===== config.mk =====
export PLATFORM = sky130hd
export DESIGN_NAME = uart_tx_arbiter_flat
export DESIGN_NICKNAME = d
export VERILOG_FILES = /design/src/rtl/uart_tx_arbiter_if.sv /design/src/rtl/uart_tx_arbiter.sv /design/src/flat_wrapper.sv
export SDC_FILE = /design/constraint.sdc
export NUM_CORES = 1
export LEC_CHECK = 0
export CAP_MARGIN = 20
export CORE_MARGIN = 2
export CORE_UTILIZATION = 55
export DETAILED_ROUTE_END_ITERATION = 8
export DONT_BUFFER_PORTS = 1
export MAX_ROUTING_LAYER = met4
export PLACE_DENSITY = 0.72
export RECOVER_POWER = 50
export SYNTH_ARGS = -nofsm -noshare
export SYNTH_HDL_FRONTEND = slang
export SYNTH_SLANG_ARGS = --single-unit
export TNS_END_PERCENT = 5

===== constraint.sdc =====
create_clock -name clk -period 1.9 [get_ports clk]
set_input_delay 0.38 -clock clk [delete_from_list [all_inputs] [get_ports clk]]
set_output_delay 0.38 -clock clk [all_outputs]
set_load 0.01 [all_outputs]

===== src/rtl/uart_tx_arbiter_if.sv =====
// Requester bus and UART TX pins shared by the tx arbiter.
// master: producers + UART side; slave: the arbiter.
interface uart_tx_arbiter_if #(
  parameter int N_REQ = 4
);
  localparam int IW = $clog2(N_REQ);

  logic [N_REQ-1:0]   req_valid;
  logic [8*N_REQ-1:0] req_data;
  logic [N_REQ-1:0]   req_ready;
  logic               transmit;
  logic [7:0]         TxData;
  logic               busy;
  logic [IW-1:0]      grant_id;
  logic               active;
  logic               timeout_err;

  modport master (
    output req_valid, req_data, busy,
    input  req_ready, transmit, TxData,
    input  grant_id, active, timeout_err
  );

  modport slave (
    input  req_valid, req_data, busy,
    output req_ready, transmit, TxData,
    output grant_id, active, timeout_err
  );
endinterface


===== src/rtl/uart_tx_arbiter.sv =====
// Round-robin arbiter sharing one UART TX among N_REQ producers.
// Ports: clk, reset (sync, high), bus (requesters + UART pins).
module uart_tx_arbiter #(
  parameter int N_REQ          = 4,
  parameter int LAUNCH_TIMEOUT = 64
) (
  input logic             clk,
  input logic             reset,
  uart_tx_arbiter_if.slave bus
);
  localparam int IW = $clog2(N_REQ);
  localparam int CW = $clog2(LAUNCH_TIMEOUT);

  typedef enum logic [1:0] {
    IDLE,
    LAUNCH,
    WAIT_DONE
  } state_t;

  state_t state, state_nx;

  logic          busy_m, busy_s;
  logic [IW-1:0] last, win, cand, grant_q;
  logic [CW-1:0] cnt;
  logic [7:0]    tx_q, win_byte;
  logic          found, accept, cnt_end;

  // busy comes from the baud-clocked transmitter
  always_ff @(posedge clk) begin
    if (reset) begin
      busy_m <= 1'b0;
      busy_s <= 1'b0;
    end else begin
      busy_m <= bus.busy;
      busy_s <= busy_m;
    end
  end

  // first valid requester after last, wrapping
  always_comb begin
    win      = '0;
    cand     = '0;
    found    = 1'b0;
    win_byte = '0;
    for (int i = 1; i <= N_REQ; i++) begin
      cand = IW'((int'(last) + i) % N_REQ);
      if (!found && bus.req_valid[cand]) begin
        win   = cand;
        found = 1'b1;
      end
    end
    for (int j = 0; j < N_REQ; j++) begin
      if (IW'(j) == win) begin
        win_byte = bus.req_data[8*j +: 8];
      end
    end
  end

  // no strobe may escape while reset is held
  assign accept  = (state == IDLE) && !busy_s
                && found && !reset;
  assign cnt_end = cnt == CW'(LAUNCH_TIMEOUT - 1);

  always_ff @(posedge clk) begin
    if (reset) begin
      state <= IDLE;
    end else begin
      state <= state_nx;
    end
  end

  always_comb begin
    state_nx        = state;
    bus.req_ready   = '0;
    bus.transmit    = 1'b0;
    bus.timeout_err = 1'b0;
    unique case (state)
      IDLE: begin
        if (accept) begin
          bus.req_ready[win] = 1'b1;
          state_nx           = LAUNCH;
        end
      end
      LAUNCH: begin
        bus.transmit = 1'b1;
        if (busy_s) begin
          state_nx = WAIT_DONE;
        end else if (cnt_end) begin
          bus.timeout_err = 1'b1;
          state_nx        = IDLE;
        end
      end
      WAIT_DONE: begin
        if (!busy_s) begin
          state_nx = IDLE;
        end
      end
      default: state_nx = IDLE;
    endcase
  end

  always_ff @(posedge clk) begin
    if (reset) begin
      last    <= IW'(N_REQ - 1);
      grant_q <= '0;
      tx_q    <= '0;
      cnt     <= '0;
    end else if (accept) begin
      last    <= win;
      grant_q <= win;
      tx_q    <= win_byte;
      cnt     <= '0;
    end else if (state == LAUNCH
                 && !busy_s && !cnt_end) begin
      cnt <= cnt + CW'(1);
    end
  end

  assign bus.TxData   = tx_q;
  assign bus.grant_id = grant_q;
  assign bus.active   = state != IDLE;
endmodule


===== src/flat_wrapper.sv =====
// flat-port wrapper written by rule: the top's interface ports become plain ports
module uart_tx_arbiter_flat 
#(
  parameter int N_REQ          = 4,
  parameter int LAUNCH_TIMEOUT = 64
)
  (clk, reset, bus_req_valid, bus_req_data, bus_busy, bus_req_ready, bus_transmit, bus_TxData, bus_grant_id, bus_active, bus_timeout_err);
  uart_tx_arbiter_if #(.N_REQ(N_REQ)) bus_i ();
  input logic clk;
  input logic reset;
  input wire logic [$bits(bus_i.req_valid)-1:0] bus_req_valid;
  input wire logic [$bits(bus_i.req_data)-1:0] bus_req_data;
  input wire logic [$bits(bus_i.busy)-1:0] bus_busy;
  output wire logic [$bits(bus_i.req_ready)-1:0] bus_req_ready;
  output wire logic [$bits(bus_i.transmit)-1:0] bus_transmit;
  output wire logic [$bits(bus_i.TxData)-1:0] bus_TxData;
  output wire logic [$bits(bus_i.grant_id)-1:0] bus_grant_id;
  output wire logic [$bits(bus_i.active)-1:0] bus_active;
  output wire logic [$bits(bus_i.timeout_err)-1:0] bus_timeout_err;
  assign bus_i.req_valid = bus_req_valid;
  assign bus_i.req_data = bus_req_data;
  assign bus_i.busy = bus_busy;
  assign bus_req_ready = bus_i.req_ready;
  assign bus_transmit = bus_i.transmit;
  assign bus_TxData = bus_i.TxData;
  assign bus_grant_id = bus_i.grant_id;
  assign bus_active = bus_i.active;
  assign bus_timeout_err = bus_i.timeout_err;
  uart_tx_arbiter #(.N_REQ(N_REQ), .LAUNCH_TIMEOUT(LAUNCH_TIMEOUT)) u_core (.clk(clk), .reset(reset), .bus(bus_i));
endmodule

==> flow_summary_export.csv <==
group,metric,value,unit
synthesis,synthSimpleGateAreaFrac,0.309,
clock_network,htreeDepth,1,
floorplan,die_y,50.7,um
floorplan,rows,16,
drt,drt-initial-drc-count,38,
synthesis,synth_compound_area_frac,0.213,
synthesis,ys_warn_count,0,
synthesis,synth.distinct_cells,36,
worst_setup_path,crit_fanout,3,
worst_setup_path,crit_slowest_cell,"or4_4",
synthesis,synth_top_cell_by_area,"dfxtp_1",
drt,wl_per_cell,15.5,um
status,outcome,"finished, violations left",
floorplan,start_util,0.599,
drt,vias,1122,
placement,dpl.cell_count,176,
synthesis,synthMuxAreaShare,0.0177,
flow_run,maxCapViolations,0,
clock_network,numCtsBuffers,3,
synthesis,synthAdderAreaFrac,0.0104,
sta,skew,2.98,ps
clock_network,cts_buffer_depth,2,
worst_setup_path,path_cells,"or2_4, or4_4, and3b_2, and2_4",
sta,rsz0062_at_grt,"true",
sta,period_share,1.15,
drt,vias_per_cell,6.16,
worst_setup_path,cp_data_arrival_time,1800,ps
hold_path,hp-class,"primary input to flop",
status,violations,"setup timing",
cells_and_area,stdcell_count,182,
placement,pre_cts_ws,13.4,ps
floorplan,die_w,50.7,um
floorplan,die-area,0.00257,mm2
drt,drt_first_pass_iters,4,
synthesis,ys_ff_latch,22,
global_routing,track_usage,0.233,
sta,finalSetupViolCount,4,
global_routing,grt_start_max_net_pins,17,
synthesis,synth_top_area_frac,0.367,
cells_and_area,num-fill-cells,164,
synthesis,synth_area,0.00120,mm2
clock_network,cts_tree,"done",
cells_and_area,area_growth,12.9,%
synthesis,synth_common_cells,"dfxtp_1, nand3_1, nor2_1",
cells_and_area,final_nets,196,
synthesis,avgSynthCellArea,8.39,um2
worst_setup_path,critPathKind,"flop to output pin",
worst_setup_path,worstPathRequired,1520,ps
clock_network,clkSlewWorstSetupHoldPaths,120,ps
synthesis,ys_seq_area_frac,0.367,
power,irDropWorstVdd,577,uV
placement,hpwl,2210,um
sta,drv_slew,0,
clock_network,hold_buffers,0,
sta,maxSlewHeadroom,0.683,
global_routing,grt_pass1_vias,1036,
worst_setup_path,max_stage_delay,470,ps
power,fin_total_pwr,1.08,mW
floorplan,fp.coreArea,0.00200,mm2
global_routing,grt_pass1_wl,4550,um
power,power_density,797,mW/mm2
clock_network,insertion_delay,300,ps
synthesis,synth_top_family_by_area,"simple AND/OR/NAND/NOR gates",
synthesis,syn_nets,183,
drt,drtAntennaViolNets,0,
worst_setup_path,start_kind,"flop",
worst_setup_path,critical_path.endpoint_type,"output pin",
sta,hold_viol,0,
drt,drc,0,
floorplan,pin_count,56,
cells_and_area,drive_gt1_frac,0.181,
synthesis,synth_area_leaders,"dfxtp_1, nand3_1, a32oi_1",
cells_and_area,finish.utilization,0.677,
synthesis,synth.most_common_cell,"dfxtp_1",
clock_network,root_buffer,"clkbuf_4",
synthesis,synthArstFlopShare,0,
synthesis,synthCells,143,
cells_and_area,design_area,0.00136,mm2
power,power_leakage,0.574,nW
clock_network,cts.sinks,22,
sta,timing.fmax,459,MHz
sta,post-route-min-period,2180,ps
cells_and_area,diodes,0,
global_routing,antenna_found_initial,0,
placement,port_buffers,0,
global_routing,overflow,0,
synthesis,synth_edf_count,0,
sta,whs,128,ps
synthesis,yosys.area_share.xor_xnor,0.0365,
synthesis,synth_ff_type,"dfxtp_1",
sta,worst_pin_slew,472,ps
drt,wl,2830,um
sta,setup_ws,-277,ps
sta,finalSetupTns,-1090,ps
placement,dpl_cell_area,0.00128,mm2
placement,place_congestion,0.816,
-- sequential cells by signal, summed over array words and instances (netlist names) --
signal,flops
u_core.bus.TxData,8
u_core.cnt,6
u_core.bus.grant_id,2
u_core.last,2
u_core.state,2
u_core.busy_m,1
u_core.busy_s,1
-- worst max-delay path, delay by kind of cell (launching register included) --
family,cells,cell delay (ps)
simple gates,4,1140
flops,1,350
-- kinds of logic after synthesis --
group | after synthesis
multiplexers | 2
flip-flops | 22
AO/OA/AOI/OAI | 37
XOR/XNOR | 5
adder cells (fa/ha/maj) | 1
buffers and inverters | 8
AND/OR/NAND/NOR | 68
-- layer usage --
| metal | GRT usage | wire, um |
|---|---|---|
| met3 | 0.0804 | 293 |
| met2 | 0.382 | 1330 |
| met4 | 0.0315 | 0 |
| met5 | - | 0 |
| met1 | 0.284 | 1210 |
-- cell usage in the layout, fill, tap and decap left out, types with 3 or more instances in the layout --
master / instances
dfxtp_1: 21
nand3_1: 17
buf_4: 14
nor2_1: 12
and3_1: 11
a21boi_0: 9
o21ai_0: 9
a32oi_1: 8
nand2_1: 6
nor2b_1: 4
and2_4: 4
a21oi_1: 4
xor2_1: 3
clkbuf_4: 3
-- worst paths after layout --
| check | from | endpoint | slack, ps | cells after the start |
|---|---|---|---|---|
| worst max-delay path | u_core.state[1]$_SDFFE_PP0P_ | bus_req_ready[3] | -280 | 4 |
| worst min-delay path | reset | u_core.state[0]$_SDFFE_PP0P_ | 130 | 1 |
| worst max register to register | u_core.state[1]$_SDFFE_PP0P_ | u_core.bus.TxData[7]$_SDFFE_PP0N_ | 40 | 7 |
| worst min register to register | u_core.busy_m$_SDFF_PP0_ | u_core.busy_s$_SDFF_PP0_ | 450 | 1 |
-- report_power, final --
part | total [mW] | internal, mW | switching (mW)
registers | 0.555 | 0.508 | 0.0473
logic | 0.270 | 0.129 | 0.141
clock network | 0.255 | 0.117 | 0.138
-- cell type report --
| cell class | instances | area [um2] | area share |
|---|---|---|---|
| Multi-Input combinational cell | 113 | 719 | 0.531 |
| Sequential cell | 22 | 442 | 0.326 |
| Timing Repair Buffer | 15 | 120 | 0.0886 |
| Clock buffer | 4 | 36.3 | 0.0268 |
| Tap cell | 27 | 33.8 | 0.0249 |
| Inverter | 1 | 3.75 | 0.00277 |
-- what timing repair did --
action	4_1_cts	5_1_grt
buffers inserted	2	0
endpoints found under the setup margin	4	12
gates resized for setup	4	2
Note: power is estimated with default switching activity, not from simulation.
